<file path="config.mk">
export PLATFORM = sky130hd
export DESIGN_NAME = rgb_to_ycbcr
export DESIGN_NICKNAME = d
export VERILOG_FILES = /design/src/rtl/rgb_ycc_pkg.sv /design/src/rtl/ycc_channel.sv /design/src/rtl/rgb_to_ycbcr.sv
export SDC_FILE = /design/constraint.sdc
export NUM_CORES = 1
export LEC_CHECK = 0
export BUFFER_PORTS_ARGS = -buffer_cell sky130_fd_sc_hd__buf_2
export CAP_MARGIN = 30
export CORE_MARGIN = 2
export CORE_UTILIZATION = 58
export CTS_CLUSTER_DIAMETER = 80
export CTS_CLUSTER_SIZE = 8
export DETAILED_ROUTE_END_ITERATION = 8
export PLACE_DENSITY = 0.83
export SLEW_MARGIN = 20
export SYNTH_ARGS = -nofsm -noshare
export SYNTH_HDL_FRONTEND = slang
export SYNTH_SLANG_ARGS = --single-unit
export TNS_END_PERCENT = 5
</file>
<file path="constraint.sdc">
create_clock -name clk -period 4.05 [get_ports clk]
set_clock_uncertainty 0.1 [all_clocks]
set_input_delay 0.405 -clock clk [delete_from_list [all_inputs] [get_ports clk]]
set_output_delay 0.405 -clock clk [all_outputs]
set_load 0.005 [all_outputs]
</file>
<file path="src/rtl/rgb_ycc_pkg.sv">
// rtl/rgb_ycc_pkg.sv - shared constants and per-channel coefficient table for rgb_to_ycbcr
package rgb_ycc_pkg;

  localparam int PIX_W     = 8;
  localparam int FRAC_BITS = 8;
  localparam int PROD_W    = 16;
  localparam int SUM_W     = 18;

  localparam logic [PIX_W-1:0] Y_R  = 8'd77;
  localparam logic [PIX_W-1:0] Y_G  = 8'd150;
  localparam logic [PIX_W-1:0] Y_B  = 8'd29;
  localparam logic [PIX_W-1:0] CB_R = 8'd43;
  localparam logic [PIX_W-1:0] CB_G = 8'd85;
  localparam logic [PIX_W-1:0] CB_B = 8'd128;
  localparam logic [PIX_W-1:0] CR_R = 8'd128;
  localparam logic [PIX_W-1:0] CR_G = 8'd107;
  localparam logic [PIX_W-1:0] CR_B = 8'd21;

  // Chroma offset folds the +128 centre and the rounding half-LSB into one constant.
  localparam logic [SUM_W-1:0] LUMA_OFFSET   = 18'd128;
  localparam logic [SUM_W-1:0] CHROMA_OFFSET = 18'd32896;

  localparam logic signed [SUM_W-1:0] PIX_MAX = 18'sd255;

  typedef enum logic [1:0] {
    CH_Y,
    CH_CB,
    CH_CR
  } ycc_sel_e;

  typedef struct packed {
    logic [PIX_W-1:0] coef_r;
    logic [PIX_W-1:0] coef_g;
    logic [PIX_W-1:0] coef_b;
    logic             neg_r;
    logic             neg_g;
    logic             neg_b;
    logic [SUM_W-1:0] offset;
  } chan_cfg_t;

  function automatic chan_cfg_t chan_cfg(input ycc_sel_e sel);
    chan_cfg_t cfg;
    case (sel)
      CH_CB:   cfg = '{coef_r: CB_R, coef_g: CB_G, coef_b: CB_B,
                       neg_r: 1'b1, neg_g: 1'b1, neg_b: 1'b0, offset: CHROMA_OFFSET};
      CH_CR:   cfg = '{coef_r: CR_R, coef_g: CR_G, coef_b: CR_B,
                       neg_r: 1'b0, neg_g: 1'b1, neg_b: 1'b1, offset: CHROMA_OFFSET};
      default: cfg = '{coef_r: Y_R, coef_g: Y_G, coef_b: Y_B,
                       neg_r: 1'b0, neg_g: 1'b0, neg_b: 1'b0, offset: LUMA_OFFSET};
    endcase
    return cfg;
  endfunction

  function automatic logic signed [SUM_W-1:0] signed_term(input logic [PROD_W-1:0] prod,
                                                         input logic              neg);
    logic signed [SUM_W-1:0] ext;
    ext = $signed({{(SUM_W-PROD_W){1'b0}}, prod});
    return neg ? -ext : ext;
  endfunction

endpackage

</file>
<file path="src/rtl/ycc_channel.sv">
// rtl/ycc_channel.sv - one output channel: registered products, then sum/offset/shift/clamp register
module ycc_channel
  import rgb_ycc_pkg::*;
#(
  parameter ycc_sel_e SEL = CH_Y
) (
  input  logic             clk,
  input  logic             rst,
  input  logic [PIX_W-1:0] red_ch,
  input  logic [PIX_W-1:0] green_ch,
  input  logic [PIX_W-1:0] blue_ch,
  output logic [PIX_W-1:0] dout
);

  localparam chan_cfg_t CFG = chan_cfg(SEL);
  localparam logic [PROD_W-PIX_W-1:0] PAD = '0;

  logic [PROD_W-1:0]       prod_r_d, prod_r_q;
  logic [PROD_W-1:0]       prod_g_d, prod_g_q;
  logic [PROD_W-1:0]       prod_b_d, prod_b_q;
  logic signed [SUM_W-1:0] sum;
  logic signed [SUM_W-1:0] shifted;
  logic [PIX_W-1:0]        dout_d, dout_q;

  always_comb begin
    prod_r_d = {PAD, red_ch}   * {PAD, CFG.coef_r};
    prod_g_d = {PAD, green_ch} * {PAD, CFG.coef_g};
    prod_b_d = {PAD, blue_ch}  * {PAD, CFG.coef_b};
  end

  // Zeroed products after reset leave only the offset, giving black (0/128/128).
  always_comb begin
    sum = signed_term(prod_r_q, CFG.neg_r)
        + signed_term(prod_g_q, CFG.neg_g)
        + signed_term(prod_b_q, CFG.neg_b)
        + $signed(CFG.offset);
    shifted = sum >>> FRAC_BITS;
    if (shifted[SUM_W-1]) begin
      dout_d = '0;
    end else if (shifted > PIX_MAX) begin
      dout_d = '1;
    end else begin
      dout_d = shifted[PIX_W-1:0];
    end
  end

  always_ff @(posedge clk) begin
    if (rst) begin
      prod_r_q <= '0;
      prod_g_q <= '0;
      prod_b_q <= '0;
      dout_q   <= '0;
    end else begin
      prod_r_q <= prod_r_d;
      prod_g_q <= prod_g_d;
      prod_b_q <= prod_b_d;
      dout_q   <= dout_d;
    end
  end

  assign dout = dout_q;

endmodule

</file>
<file path="src/rtl/rgb_to_ycbcr.sv">
// rtl/rgb_to_ycbcr.sv - two-stage BT.601 full-range RGB to YCbCr converter, one pixel per clock
module rgb_to_ycbcr
  import rgb_ycc_pkg::*;
(
  input  logic             clk,
  input  logic             rst,
  input  logic [PIX_W-1:0] red_ch,
  input  logic [PIX_W-1:0] green_ch,
  input  logic [PIX_W-1:0] blue_ch,
  output logic [PIX_W-1:0] luma_ch,
  output logic [PIX_W-1:0] cb_ch,
  output logic [PIX_W-1:0] cr_ch
);

  ycc_channel #(.SEL(CH_Y)) u_luma (
    .clk      (clk),
    .rst      (rst),
    .red_ch   (red_ch),
    .green_ch (green_ch),
    .blue_ch  (blue_ch),
    .dout     (luma_ch)
  );

  ycc_channel #(.SEL(CH_CB)) u_cb (
    .clk      (clk),
    .rst      (rst),
    .red_ch   (red_ch),
    .green_ch (green_ch),
    .blue_ch  (blue_ch),
    .dout     (cb_ch)
  );

  ycc_channel #(.SEL(CH_CR)) u_cr (
    .clk      (clk),
    .rst      (rst),
    .red_ch   (red_ch),
    .green_ch (green_ch),
    .blue_ch  (blue_ch),
    .dout     (cr_ch)
  );

endmodule

</file>
==> flow_summary.ini, run 1 <==
[synth]
synth-seq-cells = 126
synth_seq_area_share_pct = 20.4
avgSynthCellArea_um2 = 9.31
synth_warnings = 0
syn_inst = 1326
yosys_most_used_dff = dfxtp_1
synth_fp_nets = 1736
synthArstFlopShare_pct = 0
synth-edff-count = 0
netlist-cell-type-count = 62
synth.cell_area_um2 = 12300

[floorplan]
dieArea_um2 = 22500
core_area_um2 = 21000
num_rows = 53
ios = 50
fp.dieH_um = 150
start_util_pct = 58.9
fp.dieW_um = 150

[cells_and_area]
drive_gt1_share_pct = 9.27
diodes = 0
area_delta_synth_final_pct = 11.0
nFillCells = 1612
nets = 1810

[placed_design]
hpwlAfterDp_um = 20800
numPortBuffers = 49
pre_cts_slack_ps = -99.9
gp_congestion = 0.918

[cts]
cts_tree = done
cts_made_buffers = 17
clock_sinks = 126
path_clk_slew_ps = 60
worstSkewPairLatency_ps = 430
htreeDepth = 4
root_buffer = clkbuf_16
cts_max_path_buffers = 2
ctsHoldBuffers = 0

[timing]
timing.final.crit_share_pct = 96.8
finalWorstPathRequiredPeriod_ps = 3920
tightest_slew_ps = 905
setup-violations-final = 0
timing.final.ws_setup_ps = 129
hold_viol = 0
slew_headroom_pct = 39.7
drv_slew = 0
max_freq_ghz = 0.255

[route]
vias_per_cell = 5.46
routedWlPerCell_um = 15.7
drtPass1Iterations = 5
wl_um = 26500
vias = 9212
drt_iter0_drc = 488
drtAntennaViolNets = 0
drc = 0

[critical_path]
cp_max_fo = 6
worstPathArrival_ps = 4130
critPathCaptureType = flop
critPathLaunchType = flop
critical_path_class = reg -> reg
crit_required_ps = 4260

[flow_run]
cap_violations = 0

[power]
power_mw = 9.79
peakVddDrop_v = 0.000367
cellPowerDensity_nw_per_um2 = 715
leakagePower_nw = 7.17

[global_route]
grt-ovfl-total = 0
track_usage_pct = 24.6
grt_start_max_net_pins = 90
antenna_found_initial = 0
grt_pass1_vias = 9404
grt_pass1_wl_um = 43500

[run_status]
run_status = finished clean

[hold_path]
hp-class = in -> reg
-- power breakdown --
| part | switching (mW) | leakage [nW] | internal, mW | total [mW] |
|---|---|---|---|---|
| Clock | 0.607 | 0.281 | 0.919 | 1.53 |
| Combinational | 3.51 | 5.84 | 2.97 | 6.48 |
| Sequential | 0.155 | 1.05 | 1.63 | 1.78 |
-- cells by family after synthesis --
logic type                 synth area share (%)
adders and majority gates                  43.2
buffers and inverters                      8.00
and+or+nand+nor                            9.74
AOI/OAI and AO/OA                          11.7
DFF                                        20.4
xor gates and xnor gates                   6.81
muxes                                    0.0912
-- cell usage after synthesis, drive strengths merged (4+ instances only) --
library cell | number | area share (%)
ha | 313 | 32
inv | 251 | 7.6
dfxtp | 126 | 20
nor2 | 107 | 3.3
fa | 71 | 12
xnor2 | 66 | 4.7
a21oi | 64 | 2.9
nor2b | 40 | 2.1
nor3 | 37 | 1.5
a21o | 30 | 1.8
xor2 | 30 | 2.1
o21ai | 27 | 1.1
nand2 | 23 | 0.70
o21a | 19 | 1.2
clkbuf | 12 | 0.36
o21bai | 11 | 0.67
a31oi | 9 | 0.46
nand3 | 8 | 0.32
a2111oi | 7 | 0.50
a211oi | 7 | 0.47
and3 | 7 | 0.35
a221oi | 4 | 0.28
nand2b | 4 | 0.20
o31ai | 4 | 0.28
-- layout make-up --
type	instances	area, um2	share of cell area, %
inverters	251	942	6.88
clock inverters	13	156	1.14
clock buffers	19	433	3.16
flip-flops and latches	126	2520	18.4
well taps	275	344	2.51
multi-input cells	937	8920	65.1
repair buffers	67	383	2.80
-- critical path: stages (launching register included) --
cell and delay (ps):
dfxtp_1 330, ha_2 210, inv_2 60, fa_2 230
nor2b_4 50, o31a_1 270, o41a_1 440, a311oi_2 260
xnor2_1 170, ha_1 290, ha_4 270, a21o_1 180
a21oi_1 190, o21ai_2 120, a21oi_4 190, nor3_4 80
a21oi_4 290, a21oi_2 90
-- flip-flops by register name, indices dropped and copies added, names as in the netlist --
register,cells
u_cb.dout,8
u_cb.prod_b_q,6
u_cb.prod_g_q,14
u_cb.prod_r_q,13
u_cr.dout,8
u_cr.prod_b_q,10
u_cr.prod_g_q,10
u_cr.prod_r_q,6
u_luma.dout,8
u_luma.prod_b_q,13
u_luma.prod_g_q,15
u_luma.prod_r_q,15
-- layer usage --
metal / wire (um) / track usage, % / part of all wire (%)
met5: 0 / 0 / 0
met4: 758 / 8.73 / 2.9
met3: 1200 / 5.34 / 4.5
met2: 13300 / 43.4 / 50
met1: 11200 / 29.5 / 42
-- per-stage QoR --
step                      TNS [ps]  cells  instance area [um2]  hold slack [ps]  utilization [%]
after detailed placement      -571   1653                13000              642             62.0
after floorplan                  0   1326                12300              433                -
after global placement           0   1653                13000              634             62.0
after CTS                        0   1685                13600              186             64.9
final                            0   1688                13700              196             65.4
after global routing         -4.16   1688                13700              188             65.4
-- timing repair --
action,4_1_cts,5_1_grt
setup buffers,0,3
pin swaps,1,9
setup endpoints to repair,7,8
resized for setup,4,14
-- cell usage in the layout (no fill, tap or decap), drive strengths merged, types with 3 or more instances in the layout --
cell type / instances
a311oi: 3
a211oi: 7
and3: 7
fa: 71
a2111oi: 7
clkinv: 4
a31o: 3
xor2: 30
nand2: 23
or2: 3
nor2b: 40
o21ai: 27
nand4: 3
buf: 67
a31oi: 9
and3b: 3
nor2: 107
nand2b: 4
nor3: 37
dfxtp: 126
o31ai: 4
a221oi: 4
xnor2: 66
inv: 256
nand3: 8
a21o: 30
o21a: 19
clkbuf: 19
o21bai: 11
a21oi: 64
o41ai: 3
ha: 313
-- worst paths after layout --
check | cells past startpoint | from | slack (ps) | to
min reg2reg | 3 | u_luma.prod_g_q[15]$_SDFF_PP0_ | 680 | u_luma.dout[7]$_SDFF_PP0_
max reg2reg | 17 | u_luma.prod_g_q[1]$_SDFF_PP0_ | 130 | u_luma.dout[1]$_SDFF_PP0_
max | 17 | u_luma.prod_g_q[1]$_SDFF_PP0_ | 130 | u_luma.dout[1]$_SDFF_PP0_
min | 2 | blue_ch[0] | 200 | u_luma.prod_b_q[0]$_SDFF_PP0_
No activity file was read; power rests on OpenSTA's default activity.
==> run 2: changes to the inputs <==
- CORE_UTILIZATION: 58 -> 69
- PLACE_DENSITY: 0.83 -> 0.92
- RECOVER_POWER: not set -> 50
- clock period: 4.05 -> 4.8 ns (I/O delays scaled with it)
==> run 2 against run 1 <==
  * Critical path depth did not move
  * Maximum frequency fell by 10%
  * Largest cell class unchanged
  * Critical path type unchanged
  * Via count rose by 6.0%
  * Die area fell by 16%
  * Global-route usage rose by 9.2 points
  * Utilization rose by 11 points
  * The flow now finishes with violations (design-rule violations, max-capacitance violations, max-slew violations)
  * First-iteration DRC count rose by 25%
  * Register-to-register slack improved by 310 ps
  * Combinational power fell by 17%
  * Wire length rose by 15%
  * Flip-flop and latch count did not move
==> flow_summary.ini, run 2 (synthesis gave the netlist of run 1 again) <==
[cts]
worstSkewPairLatency_ps = 430
ctsHoldBuffers = 0
root_buffer = clkbuf_16
cts_tree = done
htreeDepth = 4
ctsResizeCount = 0
post_cts_buffers = 0
clock_sinks = 126
cts_made_buffers = 17
cts_max_path_buffers = 2
path_clk_slew_ps = 60

[power]
clockPowerShare_pct = 15.4
combPwrFrac_pct = 66.1
seq_power_share_pct = 18.5
power_mw = 8.18
cellPowerDensity_nw_per_um2 = 612
switching_share_pct = 44.7
leakagePower_nw = 7.00
internal_power_mw = 4.52
p_switching_mw = 3.66
peakVddDrop_v = 0.000540

[global_route]
track_usage_pct = 33.8
antenna_found_initial = 0
grt_pass1_vias = 10174
grt_pass1_wl_um = 49000
grt-ovfl-total = 0
grt_start_max_net_pins = 74

[timing]
finalWorstPathRequiredPeriod_ps = 4360
rsz0062_at_grt = false
timing.final.ws_setup_ps = 439
timing.final.crit_share_pct = 90.9
drv_slew = 41
setup-violations-final = 0
slew_headroom_pct = -26.4
tightest_slew_ps = 1900
max_freq_ghz = 0.229
hold_viol = 0
tns_ps = 0

[route]
wl_um = 30300
wl_met1_um = 11600
routedWlPerCell_um = 18.7
drtAntennaViolNets = 0
vias_per_cell = 6.03
top_layer = met4
wl_met2_um = 15100
drc = 2
drt_iter0_drc = 612
vias = 9764
wl_met3_um = 1770
drtPass1Iterations = 7

[cells_and_area]
nFillCells = 1049
diodes = 0
stdcell_area_um2 = 13400
nets = 1793
area_delta_synth_final_pct = 8.32
final_common_cell = ha_1
drive_gt1_share_pct = 5.59
top_regs = u_luma.prod_g_q x15, u_luma.prod_r_q x15, u_cb.prod_g_q x14
mostFrequentLayoutCells = 313 x ha_1, 251 x inv_1, 126 x dfxtp_1, 107 x nor2_1, 71 x fa_1

[placed_design]
postPlaceCellArea_um2 = 12800
pre_cts_slack_ps = 592
numPortBuffers = 49
gp_congestion = 0.927
hpwlAfterDp_um = 22100

[critical_path]
r2r-start = u_luma.prod_g_q[1]$_SDFF_PP0_
cp_max_fo = 6
crit_required_ps = 4940
critPathLaunchType = flop
critPathCaptureType = flop
startpoint = u_luma.prod_g_q[1]$_SDFF_PP0_
worstPathArrival_ps = 4500
critical_path_class = reg -> reg

[floorplan]
fp.dieW_um = 138
fp.dieH_um = 138
ios = 50
num_rows = 48
start_util_pct = 70.9
dieArea_um2 = 19000
core_area_um2 = 17400

[flow_run]
cap_violations = 2

[hold_path]
hp-class = in -> reg
min_from = red_ch[0]

[run_status]
violations = design-rule violations, max-capacitance violations, max-slew violations
run_status = finished with violations
## run 2: area by class of cell
cell class | count | area, um2 | share of cell area (%)
multi-input combinational | 937 | 8830 | 66.1
sequential | 126 | 2520 | 18.9
inverter | 251 | 942 | 7.05
clock buffer | 17 | 425 | 3.18
tap | 225 | 282 | 2.11
timing repair buffer | 50 | 221 | 1.66
clock inverter | 14 | 144 | 1.08
## run 2: per-stage QoR
stage / hold WS (ps) / cells / util, %
detailed placement: 653 / 1589 / 73.7
floorplan: 508 / 1326 / -
global route: 285 / 1620 / 76.8
CTS: 266 / 1620 / 77.0
global placement: 654 / 1589 / 73.7
finish: 271 / 1620 / 76.8
## run 2: worst paths after layout
path | cells past startpoint | end | slack, ps
worst max-delay path | 17 | u_luma.dout[1]$_SDFF_PP0_ | 440
worst min-delay path | 2 | u_luma.prod_r_q[0]$_SDFF_PP0_ | 270
worst max register to register | 17 | u_luma.dout[1]$_SDFF_PP0_ | 440
worst min register to register | 3 | u_luma.dout[7]$_SDFF_PP0_ | 680
## run 2: metal layers
layer | global-route usage [%] | up-vias
met5 | 0 | -
met4 | 21.5 | 0
met3 | 6.62 | 149
met2 | 59.3 | 410
met1 | 37.3 | 4640
li1 | - | 4565
## run 2: critical path, cell delays in order, from the launching register on
cell	delay (ps)
dfxtp_1	330
ha_1	240
inv_1	100
fa_1	300
nor2b_4	60
o31a_1	280
o41a_1	370
a311oi_1	390
xnor2_1	180
ha_1	250
ha_1	350
a21o_1	190
a21oi_1	130
o21ai_0	140
a21oi_1	260
nor3_1	140
a21oi_4	280
a21oi_2	90
## run 2: power by group through the flow
stage	logic [mW]	clock network [mW]	registers, mW
floorplan	4.05	0	1.47
global placement	4.84	0	1.52
detailed placement	5.11	0	1.52
CTS	5.34	1.26	1.51
global route	6.01	1.31	1.53
finish	5.40	1.26	1.51
